`config.mk`:
```
export PLATFORM = sky130hd
export DESIGN_NAME = reg_pair_seq16
export DESIGN_NICKNAME = d
export VERILOG_FILES = /design/src/rtl/reg_pair_seq16.sv
export SDC_FILE = /design/constraint.sdc
export NUM_CORES = 1
export LEC_CHECK = 0
export BUFFER_PORTS_ARGS = -buffer_cell sky130_fd_sc_hd__buf_2
export CORE_MARGIN = 2
export CORE_UTILIZATION = 25
export DETAILED_ROUTE_END_ITERATION = 8
export PLACE_DENSITY = 0.42
export SLEW_MARGIN = 20
export SYNTH_ARGS = -nofsm -noshare
export SYNTH_HDL_FRONTEND = slang
export SYNTH_SLANG_ARGS = --single-unit
```
`constraint.sdc`:
```
create_clock -name clk -period 3.9 [get_ports clk]
set_input_delay 0.78 -clock clk [delete_from_list [all_inputs] [get_ports clk]]
set_output_delay 0.78 -clock clk [all_outputs]
set_load 0.02 [all_outputs]
```
`src/rtl/reg_pair_seq16.sv`:
```
// 16-bit register-pair sequencer: LD rr,nn / INC rr / DEC rr / ADD HL,rr
// executed as two byte-wide register-file writes (low byte, then high byte).
package reg_pair_seq16_pkg;
  typedef enum logic [2:0] {
    reg_A = 3'd0,
    reg_F = 3'd1,
    reg_B = 3'd2,
    reg_C = 3'd3,
    reg_D = 3'd4,
    reg_E = 3'd5,
    reg_H = 3'd6,
    reg_L = 3'd7
  } reg_sel_t;

  localparam logic [1:0] OP_LD  = 2'b00;
  localparam logic [1:0] OP_INC = 2'b01;
  localparam logic [1:0] OP_DEC = 2'b10;
  localparam logic [1:0] OP_ADD = 2'b11;

  localparam logic [1:0] PAIR_BC  = 2'b00;
  localparam logic [1:0] PAIR_DE  = 2'b01;
  localparam logic [1:0] PAIR_HL  = 2'b10;
  localparam logic [1:0] PAIR_RSV = 2'b11;
endpackage

module reg_pair_seq16
  import reg_pair_seq16_pkg::*;
(
  input  logic        clk,
  input  logic        rst_n,
  input  logic        start,
  input  logic [1:0]  op,
  input  logic [1:0]  pair_dst,
  input  logic [1:0]  pair_src,
  input  logic [15:0] imm16,
  output logic        busy,
  output logic        done,
  output reg_sel_t    reg_selA,
  output reg_sel_t    reg_selB,
  output logic        load_en,
  output logic [7:0]  reg_input,
  input  logic [7:0]  reg_outA,
  input  logic [7:0]  reg_outB,
  input  logic [3:0]  flags,
  output logic [3:0]  flags_out
);

  typedef enum logic [1:0] {
    S_IDLE = 2'd0,
    S_LO   = 2'd1,
    S_HI   = 2'd2,
    S_FIN  = 2'd3
  } state_t;

  state_t      state_r;
  logic [1:0]  op_r;
  logic [1:0]  dst_r;
  logic [1:0]  src_r;
  logic [15:0] imm_r;
  logic        ok_r;
  logic        carry_r;

  logic [8:0]  lo_res_s;
  logic [8:0]  hi_res_s;
  logic [4:0]  half_s;

  function automatic reg_sel_t lo_sel(input logic [1:0] p);
    reg_sel_t s;
    case (p)
      PAIR_BC: s = reg_C;
      PAIR_DE: s = reg_E;
      PAIR_HL: s = reg_L;
      default: s = reg_A;
    endcase
    return s;
  endfunction

  function automatic reg_sel_t hi_sel(input logic [1:0] p);
    reg_sel_t s;
    case (p)
      PAIR_BC: s = reg_B;
      PAIR_DE: s = reg_D;
      PAIR_HL: s = reg_H;
      default: s = reg_A;
    endcase
    return s;
  endfunction

  // A reserved pair in any operand the op actually uses suppresses all writes.
  function automatic logic cmd_ok(input logic [1:0] o, input logic [1:0] d,
                                  input logic [1:0] s);
    return (d != PAIR_RSV) && !((o == OP_ADD) && (s == PAIR_RSV));
  endfunction

  // Byte arithmetic; bit 8 of lo_res_s is the carry/borrow handed to HI.
  always_comb begin
    lo_res_s = 9'd0;
    hi_res_s = 9'd0;
    case (op_r)
      OP_LD: begin
        lo_res_s = {1'b0, imm_r[7:0]};
        hi_res_s = {1'b0, imm_r[15:8]};
      end
      OP_INC: begin
        lo_res_s = {1'b0, reg_outA} + 9'd1;
        hi_res_s = {1'b0, reg_outA} + {8'd0, carry_r};
      end
      OP_DEC: begin
        lo_res_s = {1'b0, reg_outA} - 9'd1;
        hi_res_s = {1'b0, reg_outA} - {8'd0, carry_r};
      end
      OP_ADD: begin
        lo_res_s = {1'b0, reg_outA} + {1'b0, reg_outB};
        hi_res_s = {1'b0, reg_outA} + {1'b0, reg_outB} + {8'd0, carry_r};
      end
      default: begin
        lo_res_s = 9'd0;
        hi_res_s = 9'd0;
      end
    endcase
    half_s = {1'b0, reg_outA[3:0]} + {1'b0, reg_outB[3:0]} + {4'd0, carry_r};
  end

  // Write data follows the byte phase; F passes through except on the ADD16 high byte.
  always_comb begin
    reg_input = 8'd0;
    flags_out = flags;
    case (state_r)
      S_LO: begin
        reg_input = lo_res_s[7:0];
        flags_out = flags;
      end
      S_HI: begin
        reg_input = hi_res_s[7:0];
        if (ok_r && (op_r == OP_ADD)) begin
          flags_out = {flags[3], 1'b0, half_s[4], hi_res_s[8]};
        end else begin
          flags_out = flags;
        end
      end
      default: begin
        reg_input = 8'd0;
        flags_out = flags;
      end
    endcase
  end

  // Sequencer FSM with registered handshake and register-file controls.
  always_ff @(posedge clk or negedge rst_n) begin
    if (!rst_n) begin
      state_r  <= S_IDLE;
      op_r     <= 2'd0;
      dst_r    <= 2'd0;
      src_r    <= 2'd0;
      imm_r    <= 16'd0;
      ok_r     <= 1'b0;
      carry_r  <= 1'b0;
      busy     <= 1'b0;
      done     <= 1'b0;
      load_en  <= 1'b0;
      reg_selA <= reg_A;
      reg_selB <= reg_A;
    end else begin
      case (state_r)
        S_IDLE: begin
          if (start) begin
            op_r     <= op;
            dst_r    <= pair_dst;
            src_r    <= pair_src;
            imm_r    <= imm16;
            ok_r     <= cmd_ok(op, pair_dst, pair_src);
            load_en  <= cmd_ok(op, pair_dst, pair_src);
            reg_selA <= lo_sel(pair_dst);
            reg_selB <= lo_sel(pair_src);
            busy     <= 1'b1;
            state_r  <= S_LO;
          end else begin
            state_r  <= S_IDLE;
          end
        end
        S_LO: begin
          carry_r  <= lo_res_s[8];
          reg_selA <= hi_sel(dst_r);
          reg_selB <= hi_sel(src_r);
          load_en  <= ok_r;
          state_r  <= S_HI;
        end
        S_HI: begin
          reg_selA <= reg_A;
          reg_selB <= reg_A;
          load_en  <= 1'b0;
          done     <= 1'b1;
          state_r  <= S_FIN;
        end
        S_FIN: begin
          done     <= 1'b0;
          busy     <= 1'b0;
          state_r  <= S_IDLE;
        end
        default: begin
          busy     <= 1'b0;
          done     <= 1'b0;
          load_en  <= 1'b0;
          reg_selA <= reg_A;
          reg_selB <= reg_A;
          state_r  <= S_IDLE;
        end
      endcase
    end
  end

endmodule

```
==> results.py <==
metrics = {
    "cells_and_area": {
        "area.sequential_um2": 875.8,
        "fin_nets": 556,
        "n_antenna_cell": 0,
        "fillers": 1399,
        "final_layout_size_suffix_gt1_share_pct": 37.53,
        "stdcell_count": 645,
        "multi_input_comb_area_um2": 2499,
        "synthToLayoutAreaGrowth_pct": 34.20,
        "fin_util_pct": 34.13,
    },
    "power_and_ir_drop": {
        "leakagePower_nw": 2.024,
        "peakVddDrop_mv": 0.3232,
        "cellPowerDensity_nw_per_um2": 711.7,
    },
    "clock_tree": {
        "tritoncts": "done",
        "path_clk_slew_ns": 0.05,
        "cts_sinks": 35,
        "holdBufCountCts": 0,
        "cts_buffer_depth": 2,
        "insertion_delay_ns": 0.28,
        "htree_levels": 2,
        "clockRootBuffer": "clkbuf_16",
        "cts_buffers": 5,
    },
    "floorplan": {
        "rows": 42,
        "io_pins": 66,
        "coreArea_um2": 13190,
        "die-area_um2": 14360,
        "die_h_um": 119.8,
        "die_x_um": 119.8,
        "start_util_pct": 25.43,
    },
    "route": {
        "vias": 3095,
        "wl_mm": 9.735,
        "via_per_inst": 4.798,
        "detailedRoute.firstPassIterationCount": 5,
        "ant_nets": 0,
        "drc": 0,
        "drt_iter0_drc": 151,
        "avgRoutedWirePerCell_um": 15.09,
    },
    "timing": {
        "drv_slew": 0,
        "grt_setup_unrepaired": "yes",
        "finalCriticalPeriod_ns": 3.853,
        "setup_viol": 0,
        "maxSlewHeadroom_pct": 46.85,
        "fmax_mhz": 259.6,
        "hold_violations": 0,
        "worstMarginPinSlew_ns": 0.7973,
        "fin_skew_ns": 0.002401,
        "min_period_over_period_pct": 98.79,
    },
    "setup_path": {
        "cp-end-kind": "primary output",
        "cp_slowest_cell": "or3b_4",
        "startpoint": "reg_outB[0]",
        "cp-start-kind": "input pin",
        "cp_common_cell": "buf_6",
        "worst_ep_arrival_time_ns": 3.07,
        "max_stage_delay_ns": 0.40,
        "crit_required_ns": 3.12,
        "reg2reg_from": "op_r[0]",
        "crit_chain": "buf_6, ha_4, inv_2, fa_2, xnor2_4, mux2_4, nand3_2, or3b_4, nor3b_4, mux2i_1, a311o_1, buf_6",
        "cp_max_fo": 2,
        "worstSetupPathType": "input pin to primary output",
    },
    "logic_synthesis": {
        "ys_types": 70,
        "synth-seq-area-share_pct": 26.11,
        "synthTopCellsByArea": "dfrtp_1 26%, ha_1 15%, mux2_2 6.7%, o21ai_0 3.9%, xnor2_1 3.7%",
        "synth_xor_area_share_pct": 5.222,
        "async_flop_share_pct": 100.0,
        "muxShareOfSynthArea_pct": 7.721,
        "synth_nets": 457,
        "ys_seq_elements": 35,
        "yosys.area_share.simple_pct": 15.14,
        "synth-compound-area-share_pct": 24.24,
        "synth.top_cell.area_share_pct": 26.11,
        "synth_edf_count": 0,
        "avgSynthCellArea_um2": 9.042,
        "synth.most_common_cell": "ha_1",
        "synth.top_cells.by_count": "39 x ha_1, 35 x dfrtp_1, 29 x inv_1",
        "synth_fa_ha_area_share_pct": 15.74,
        "synth_area_leader_cell": "dfrtp_1",
        "synth_top_family_by_area": "compound AO/OA/AOI/OAI gates",
        "netlist_instances": 371,
        "syn_area_um2": 3354,
        "yosysWarnings": 0,
        "ys.flop_type": "dfrtp_1",
    },
    "grt": {
        "antenna_found_initial": 0,
        "grt.busiest_layer": "met2",
        "grt_overflow": 0,
        "grt_max_degree": 36,
        "grt_pass1_wl_mm": 15.73,
        "grt_pass1_vias": 3073,
        "use_met1_pct": 20.00,
        "grtUsageMet3_pct": 1.806,
        "grt_util_met2_pct": 21.32,
        "grt_use_total_pct": 13.81,
    },
    "job": {
        "maxCapViolCount": 0,
    },
    "placement": {
        "placedCellCount": 634,
        "hpwlAfterDp_mm": 7.716,
        "routabilityCongestion": 0.8218,
        "port_buffers": 63,
    },
    "hold_path": {
        "hold_path.class": "register to register",
        "holdCritStartpoint": "dst_r[0]",
    },
    "run_status": {
        "outcome": "finished, final reports clean",
    },
}
==> metrics by stage <==
step | total power [mW] | setup TNS (ns) | setup WS [ns] | instance area (um^2) | hold WS (ns)
floorplan | 2.070 | 0 | 0.07540 | 3359 | 0.4498
global placement | 2.688 | -0.6724 | -0.1925 | 4094 | 0.4673
detailed placement | 2.695 | -0.7893 | -0.2151 | 4094 | 0.4705
CTS | 3.154 | -0.008266 | -0.008266 | 4345 | 0.4828
global route | 3.488 | -0.05382 | -0.04035 | 4502 | 0.5268
finish | 3.204 | 0 | 0.04721 | 4502 | 0.4744
==> worst max-delay path, delay by kind of cell <==
| kind | cells | cell delay (ns) |
|---|---|---|
| AO/OA/AOI/OAI | 1 | 0.36 |
| XOR/XNOR | 1 | 0.17 |
| adder cells (fa/ha/maj) | 2 | 0.52 |
| buffers and inverters | 3 | 0.25 |
| multiplexers | 2 | 0.28 |
| AND/OR/NAND/NOR | 3 | 0.71 |
==> layer usage <==
layer | routed length [um] | part of all wire, %
met5 | 0 | 0
met1 | 4922 | 51
met2 | 4289 | 44
met4 | 129 | 1.3
met3 | 394 | 4.0
==> layout make-up <==
| type | count | share of cell area (%) |
|---|---|---|
| Sequential cell | 35 | 19.46 |
| Clock buffer | 6 | 2.863 |
| Tap cell | 176 | 4.892 |
| Multi-Input combinational cell | 292 | 55.50 |
| Inverter | 31 | 2.585 |
| Timing Repair Buffer | 105 | 14.70 |
==> report_power, final <==
part / total, mW / internal, mW / switching (mW)
Clock: 0.368 / 0.229 / 0.139
Sequential: 0.658 / 0.542 / 0.116
Combinational: 2.18 / 0.935 / 1.24
==> cells by family (layout without fill, tap and decap cells) <==
kind of cell	after synthesis	after routing
adders and majority gates	41	41
DFF	35	35
AOI/OAI and AO/OA	114	114
xor gates and xnor gates	20	20
buffers and inverters	44	142
and+or+nand+nor	94	94
muxes	23	23
==> path summary, 6_finish.rpt <==
| check | cells past startpoint | slack [ns] | to |
|---|---|---|---|
| max | 12 | 0.05 | reg_input[7] |
| min | 2 | 0.47 | dst_r[0] |
| max reg2reg | 10 | 1.24 | carry_r |
| min reg2reg | 2 | 0.47 | dst_r[0] |
| max in group asynchronous | 1 | 2.81 | imm_r[10] |
| min in group asynchronous | 1 | 0.59 | src_r[0] |
==> state kept, by name (all words and copies together) (netlist names) <==
name      cells
imm_r        16
reg_selA      3
reg_selB      3
dst_r         2
op_r          2
src_r         2
state_r       2
busy          1
carry_r       1
done          1
load_en       1
ok_r          1
==> repair_timing <==
item	4_1_cts	5_1_grt
pin swaps	12	13
endpoints found under the setup margin	5	6
endpoints found under the hold margin	0	0
setup buffers	2	3
resized for setup	23	20
==> cell usage in the layout, fill, tap and decap left out, drive strengths merged, types with 8 or more instances in the layout <==
cell and instances:
nand2 27, nor3 8, a21oi 24, xnor2 14, ha 39, nor2 24, o21ai 33, buf 105
dfrtp 35, a221oi 8, inv 31, mux2 20
Power figures use the tool's default switching activity.
